File: src/rtl/jzjpcc_pipeline_control.sv
// Central stall/flush sequencer for the 5-stage jzjpcc pipeline.
// Merges load-use hazards, execute-stage redirects and multi-cycle data-memory
// accesses into per-stage stall/flush lines. A small FSM tracks memory waits
// and latches a sticky fault if an access never completes.
//
// Ports:
//   clock, reset_n           rising-edge clock, asynchronous active-low reset
//   rs1Addr_decode/rs2Addr_decode   source registers of the decode instruction
//   rdAddr_execute, isLoad_execute, rdWriteEnable_execute   execute instruction info
//   branchTaken_execute      redirect resolved in execute this cycle
//   memRequest_memory, memAck_memory   data-memory handshake of memory stage
//   stall_*                  hold the corresponding pipeline register
//   flush_*                  load a bubble into the corresponding register
//   memFault                 sticky memory timeout indication
//   stallCycles, flushEvents performance counters (JZJPCC_PIPELINE_PERF_EN only)
//
// Optional feature macro: JZJPCC_PIPELINE_PERF_EN adds the two perf counters.
module jzjpcc_pipeline_control #(
  parameter int unsigned MEM_TIMEOUT = 255,
  parameter int unsigned CNT_W       = 8
) (
  input  logic        clock,
  input  logic        reset_n,
  input  logic [4:0]  rs1Addr_decode,
  input  logic [4:0]  rs2Addr_decode,
  input  logic [4:0]  rdAddr_execute,
  input  logic        isLoad_execute,
  input  logic        rdWriteEnable_execute,
  input  logic        branchTaken_execute,
  input  logic        memRequest_memory,
  input  logic        memAck_memory,
  output logic        stall_fetch,
  output logic        stall_decode,
  output logic        stall_execute,
  output logic        stall_memory,
  output logic        flush_decode,
  output logic        flush_execute,
  output logic        flush_writeback,
`ifdef JZJPCC_PIPELINE_PERF_EN
  output logic [31:0] stallCycles,
  output logic [31:0] flushEvents,
`endif
  output logic        memFault
);

  typedef enum logic [1:0] {StRun, StMemWait, StFault} state_e;

  localparam logic [CNT_W-1:0] TimeoutCnt = CNT_W'(MEM_TIMEOUT);

  state_e           state_q, state_d;
  logic [CNT_W-1:0] cnt_q, cnt_d;
  logic             load_use;
  logic             mem_busy;

  // x0 is hardwired zero, so a load targeting it creates no dependency.
  assign load_use = isLoad_execute & rdWriteEnable_execute & (rdAddr_execute != 5'd0) &
                    ((rdAddr_execute == rs1Addr_decode) | (rdAddr_execute == rs2Addr_decode));
  assign mem_busy = memRequest_memory & ~memAck_memory;

  always_comb begin
    state_d         = state_q;
    cnt_d           = cnt_q;
    stall_fetch     = 1'b0;
    stall_decode    = 1'b0;
    stall_execute   = 1'b0;
    stall_memory    = 1'b0;
    flush_decode    = 1'b0;
    flush_execute   = 1'b0;
    flush_writeback = 1'b0;
    memFault        = 1'b0;
    unique case (state_q)
      StRun: begin
        if (mem_busy) begin
          // Freeze everything up to memory; writeback gets bubbles meanwhile.
          {stall_fetch, stall_decode, stall_execute, stall_memory} = 4'b1111;
          flush_writeback = 1'b1;
          state_d         = StMemWait;
          cnt_d           = CNT_W'(1);
        end else if (branchTaken_execute) begin
          // Flushing decode kills any dependent instruction, so no load-use stall.
          flush_decode  = 1'b1;
          flush_execute = 1'b1;
        end else if (load_use) begin
          stall_fetch   = 1'b1;
          stall_decode  = 1'b1;
          flush_execute = 1'b1;
        end
      end
      StMemWait: begin
        if (memAck_memory) begin
          // Pipeline releases on this edge; hazards are re-evaluated in RUN.
          state_d = StRun;
          cnt_d   = '0;
        end else begin
          {stall_fetch, stall_decode, stall_execute, stall_memory} = 4'b1111;
          flush_writeback = 1'b1;
          if (cnt_q == TimeoutCnt) begin
            state_d = StFault;
          end else begin
            cnt_d = cnt_q + 1'b1;
          end
        end
      end
      StFault: begin
        {stall_fetch, stall_decode, stall_execute, stall_memory} = 4'b1111;
        flush_writeback = 1'b1;
        memFault        = 1'b1;
      end
      default: begin
        state_d = StRun;
        cnt_d   = '0;
      end
    endcase
  end

  always_ff @(posedge clock or negedge reset_n) begin
    if (!reset_n) begin
      state_q <= StRun;
      cnt_q   <= '0;
    end else begin
      state_q <= state_d;
      cnt_q   <= cnt_d;
    end
  end

`ifdef JZJPCC_PIPELINE_PERF_EN
  logic [31:0] stall_cycles_q;
  logic [31:0] flush_events_q;

  always_ff @(posedge clock or negedge reset_n) begin
    if (!reset_n) begin
      stall_cycles_q <= '0;
      flush_events_q <= '0;
    end else begin
      if (stall_fetch) begin
        stall_cycles_q <= stall_cycles_q + 32'd1;
      end
      if (flush_decode) begin
        flush_events_q <= flush_events_q + 32'd1;
      end
    end
  end

  assign stallCycles = stall_cycles_q;
  assign flushEvents = flush_events_q;
`endif

endmodule
File: config.mk
export PLATFORM = sky130hd
export DESIGN_NAME = jzjpcc_pipeline_control
export DESIGN_NICKNAME = d
export VERILOG_FILES = /design/src/rtl/jzjpcc_pipeline_control.sv
export SDC_FILE = /design/constraint.sdc
export NUM_CORES = 1
export LEC_CHECK = 0
export BUFFER_PORTS_ARGS = -buffer_cell sky130_fd_sc_hd__buf_4
export CAP_MARGIN = 20
export CORE_UTILIZATION = 47
export CTS_CLUSTER_DIAMETER = 80
export DETAILED_ROUTE_END_ITERATION = 8
export GPL_ROUTABILITY_DRIVEN = 0
export PLACE_DENSITY = 0.88
export SETUP_SLACK_MARGIN = 0.1
export SLEW_MARGIN = 40
export SYNTH_ARGS = -nofsm -noshare
export SYNTH_HDL_FRONTEND = slang
export SYNTH_SLANG_ARGS = --single-unit
File: constraint.sdc
create_clock -name clock -period 1.8 [get_ports clock]
set_clock_uncertainty 0.05 [all_clocks]
set_input_delay 0.18 -clock clock [delete_from_list [all_inputs] [get_ports clock]]
set_output_delay 0.18 -clock clock [all_outputs]
set_load 0.01 [all_outputs]
Word level (Yosys, flattened, before mapping)
Cells that the tools add are included.
- add/sub/neg operators: 1
- equal/unequal tests: 8
- mux-type cells: 22
- bitwise operators: 7
- reductions and logical operators: 4
- operators with widths (kind ; number):
    $mux 8 ; 3
    $pmux 8 s3 ; 1
    $mux 1 ; 12
    $eq 5x5->1 ; 2
    $add 8x1->8 const B ; 1
    $eq 8x8->1 const B ; 1
    $mux 2 ; 3
    $ne 3x3->1 const B ; 2
    $pmux 1 s3 ; 2
    $pmux 2 s3 ; 1
    $reduce_and 3->1 ; 2
    $reduce_bool 5->1 ; 1
    $and 1x1->1 ; 4
    $eq 2x1->1 const B ; 1
    $eq 2x2->1 const B ; 1
    $logic_not 2->1 ; 1
    $ne 2x2->1 const B ; 1
    $not 1->1 ; 2
    $or 1x1->1 ; 1
- flip-flop bits (word level): 10
- input bits: 22
- output and inout port bits: 8
- word-level logic and storage cells: 44

Logic depth before layout (Yosys ltp)
- depth in word-level cells: 7
- mapped depth: 6
- mapped depth without buffers: 5

Worst setup path before layout
No wires, ideal clock.
- path kind: flip-flop to output port
- start: register state_q[0]
- end: output port stall_fetch
- arrival time: 1.455 ns
- required time: 1.570 ns
- setup slack: 0.115 ns
- stages on the path, launching flop included: 7
- buffers on the path: 3
- cells stage by stage: dfrtp_1 clkbuf_1 buf_2 nor4_1 o21ai_0 o21bai_1 buf_4
- cells in the longest elaborated chain, start to end: 2
- elaborated cells on any way between the ends: 4
- those cells by class: 2 x eq/ne; 1 x mux; 1 x reduce/logical
- ends and longest elaborated chain (element ; line ; text):
    from (decl) ; 50 ; state_e state_q, state_d;
    from (signal assigned) ; 118 ; state_q <= StRun;
    from (signal assigned) ; 121 ; state_q <= state_d;
    $eq 2x2->1 (tied with other cells) ; n/a ;
    $pmux 1 s3 (*) ; n/a ;
    to (decl) ; 32 ; output logic stall_fetch,
Mark *: on every way between the ends. The rest lies on a longest branch, timed or not.

Worst setup path after layout
- start: register state_q[1]
- end: output port stall_decode
- cells in the longest elaborated chain, start to end: 2
- elaborated cells on any way between the ends: 4
- those cells by class: 2 x eq/ne; 1 x mux; 1 x reduce/logical
- ends and longest elaborated chain (element ; line ; text):
    $eq 2x2->1 (tied with other cells) ; 71 ; unique case (state_q)
    $pmux 1 s3 (*) ; 71 ;
    to (decl) ; 33 ; output logic stall_decode,
Marks and branches as above.

==> run metrics <==
worst-margin pin slew=344 ps; largest net degree at the start of global routing=11; Clk Latency, worst-skew pair=between 200 and 300 ps; nets@finish=~150; Post-synth ARST share=between 90% and 100%; PwrDens=540 mW/mm2; setup TNS=0 ps; port bufs=29; share of the synthesized area in the top cell type=about a third; syn nets=roughly 110; drt pass-1 iters=4; sequential power share=a little under two fifths; Die Y=about 43 um; vias in the first global route=between 700 and 800; Post-synth EDFFs=0; slowest stage cell on the critical path=dfrtp_2; clk sink count=10; Vias/cell=around 5.9; Inserted Clock Buffers=3; unrepaired setup endpoints after global routing=true; Area Overhead vs Synth=55.7%; Rel. slew slack=77.0%; multi-input logic area=between 500 and 600 um2; max-cap violations=0; hpwl dp=~1500 um; Core Region=between 0.0015 and 0.002 mm2; Mapped Cells=89; routed len/inst=16.8 um; Global Route Usage Sum=between 20 and 30%; post-synth top area cell=dfrtp_1; Hold WC Path Type=in -> reg; Leakage Power=about 0.54 nW; initial core utilization=between 50 and 60%; FP Rows=14; FF/Latch Area=~250 um2; CP Launch Type=flip-flop; Primary FF master, synth=dfrtp_1; via count=855; routed wire length=around 2500 um; Critical Path RT=~1600 ps; H-tree Lvls=1; final hold vios=0; Setup Viol. Count Final=0; ant diodes=0; Synth Cell Area=roughly 780 um2; Remaining DRCs=0; Setup CP Type=reg -> out; pins over their slew limit=0; Internal=roughly 0.00047 W; CP Max Fanout=6; synth unique cells=34; antenna violations before repair=0; Yosys Warn Count=0; Finished Core Util=79.4%; CTS max path bufs=2; run status=complete, no violations; Mapped Avg Cell Area=a little under 9 um2; post-synthesis sequential area ratio=32.2%; Root Buffer Master=clkbuf_4; Final Critical Period=1790 ps; Seq cells post-synth=10; CTS tree=done; most frequent cell after synthesis=xor2_1; global route total overflow=0; DR iter-0 viols=between 40 and 50; switching fraction of total power=between 20 and 30%; Die W=between 40 and 50 um; WHS=138 ps; Reg clk slew, reported paths=roughly 60 ps; Area contributors post-synth=dfrtp_1 32%, xor2_1 15%, o21ai_0 4.5%; Final ANT Viol Nets=0; Fill cells=slightly above 90; Die Area=roughly 0.0018 mm2; CP arrival=~1600 ps; Post-Place Cells=133; Switch Pwr=0.000186 W; layout cell share with drive strength beyond 1=between 40% and 50%; Final period util=slightly below 100%; # IOs=30; cell mode on critical path=buf_6; Post-Layout Cell Count=about 150; first-pass GRT wire length=3570 um; power share of the clock group=a little under a third; fmax=about 560 MHz; Gate power share=around a third; CP Cell Sequence=buf_6, nor4_4, o21ai_2, o21bai_4, buf_6; CP peak stage delay=470 ps; VDD IR max=between 600 and 700 uV; total power=approximately 0.00065 W; CP Capture Type=output pin; most common library cells after synthesis=13 x xor2_1, 10 x dfrtp_1, 8 x nor2_1
## worst max-delay path: cells and delay by family, from the launching register on
kind / cells / cell delay (ps)
DFF: 1 / 470
and+or+nand+nor: 1 / 290
buffers and inverters: 2 / 270
AOI/OAI and AO/OA: 2 / 260
## cells in the final DEF (no fill, tap or decap), drive strengths merged, types with 2 or more instances in the layout
cell / count
a21oi: 3
a31o: 2
and2: 2
and3: 2
buf: 41
clkbuf: 4
dfrtp: 10
mux2i: 2
nand2: 6
nand3: 3
nand4: 2
nor2: 9
nor2b: 2
nor3: 2
o21ai: 7
o21bai: 2
o221ai: 2
o22ai: 2
or3: 2
xor2: 13
## through the flow
step	setup slack [ps]	cell area, um2
6_report	12.9	1210
5_1_grt	-35.4	1210
4_1_cts	27.6	1110
3_5_place_dp	144	1010
3_3_place_gp	210	1010
2_1_floorplan	115	777
## power by group through the flow
stage / clock network, W / logic, W / registers, W
after floorplan: 0 / 0.0000839 / 0.000249
after global placement: 0 / 0.000156 / 0.000252
after detailed placement: 0 / 0.000163 / 0.000254
after CTS: 0.000206 / 0.000176 / 0.000251
after global routing: 0.000213 / 0.000220 / 0.000250
final: 0.000198 / 0.000205 / 0.000250
## worst paths after layout
| path | start | to | slack (ps) | cells past startpoint |
|---|---|---|---|---|
| max in group asynchronous | reset_n | state_q[1]$_DFFE_PN0P_ | 1310 | 2 |
| hold reg to reg | cnt_q[5]$_DFFE_PN0P_ | cnt_q[5]$_DFFE_PN0P_ | 540 | 2 |
| min in group asynchronous | reset_n | cnt_q[3]$_DFFE_PN0P_ | 230 | 2 |
| setup reg to reg | cnt_q[1]$_DFFE_PN0P_ | cnt_q[4]$_DFFE_PN0P_ | 110 | 6 |
| setup / recovery | state_q[1]$_DFFE_PN0P_ | stall_decode | 10 | 5 |
| hold / removal | memAck_memory | cnt_q[0]$_DFFE_PN0P_ | 140 | 2 |
## routing by layer
| layer | up-vias | share of wire [%] | GRT usage [%] |
|---|---|---|---|
| li1 | 409 | - | - |
| met1 | 405 | 38 | 30.5 |
| met2 | 31 | 56 | 48.2 |
| met3 | 10 | 3.2 | 4.26 |
| met4 | 0 | 2.3 | 3.75 |
| met5 | - | 0 | 0 |
## flip-flops by register name, indices dropped and copies added, names as in the netlist
name     cells
cnt_q        8
state_q      2
## cell families after synthesis
family / after synthesis / share of synthesized area, %
flip-flops: 10 / 32.2
adder cells (fa/ha/maj): 1 / 1.61
AO/OA/AOI/OAI: 22 / 19.5
buffers and inverters: 6 / 4.51
AND/OR/NAND/NOR: 35 / 25.0
multiplexers: 2 / 2.58
XOR/XNOR: 13 / 14.7
## final cells by class
| cell class | instances | share of cell area (%) |
|---|---|---|
| well taps | 16 | 1.65 |
| clock buffers | 4 | 3.00 |
| flip-flops and latches | 10 | 20.9 |
| inverters | 1 | 0.310 |
| multi-input cells | 73 | 46.6 |
| repair buffers | 42 | 27.5 |
## repair_timing
| action | 4_1_cts | 5_1_grt |
|---|---|---|
| setup buffers | 1 | 7 |
| hold buffers | 1 | 0 |
| cloned | 0 | 0 |
| pin swaps | 1 | 3 |
| hold endpoints to repair | 10 | 0 |
| endpoints found under the setup margin | 5 | 10 |
| gates resized for setup | 10 | 12 |
(Power assumes the default switching activity.)
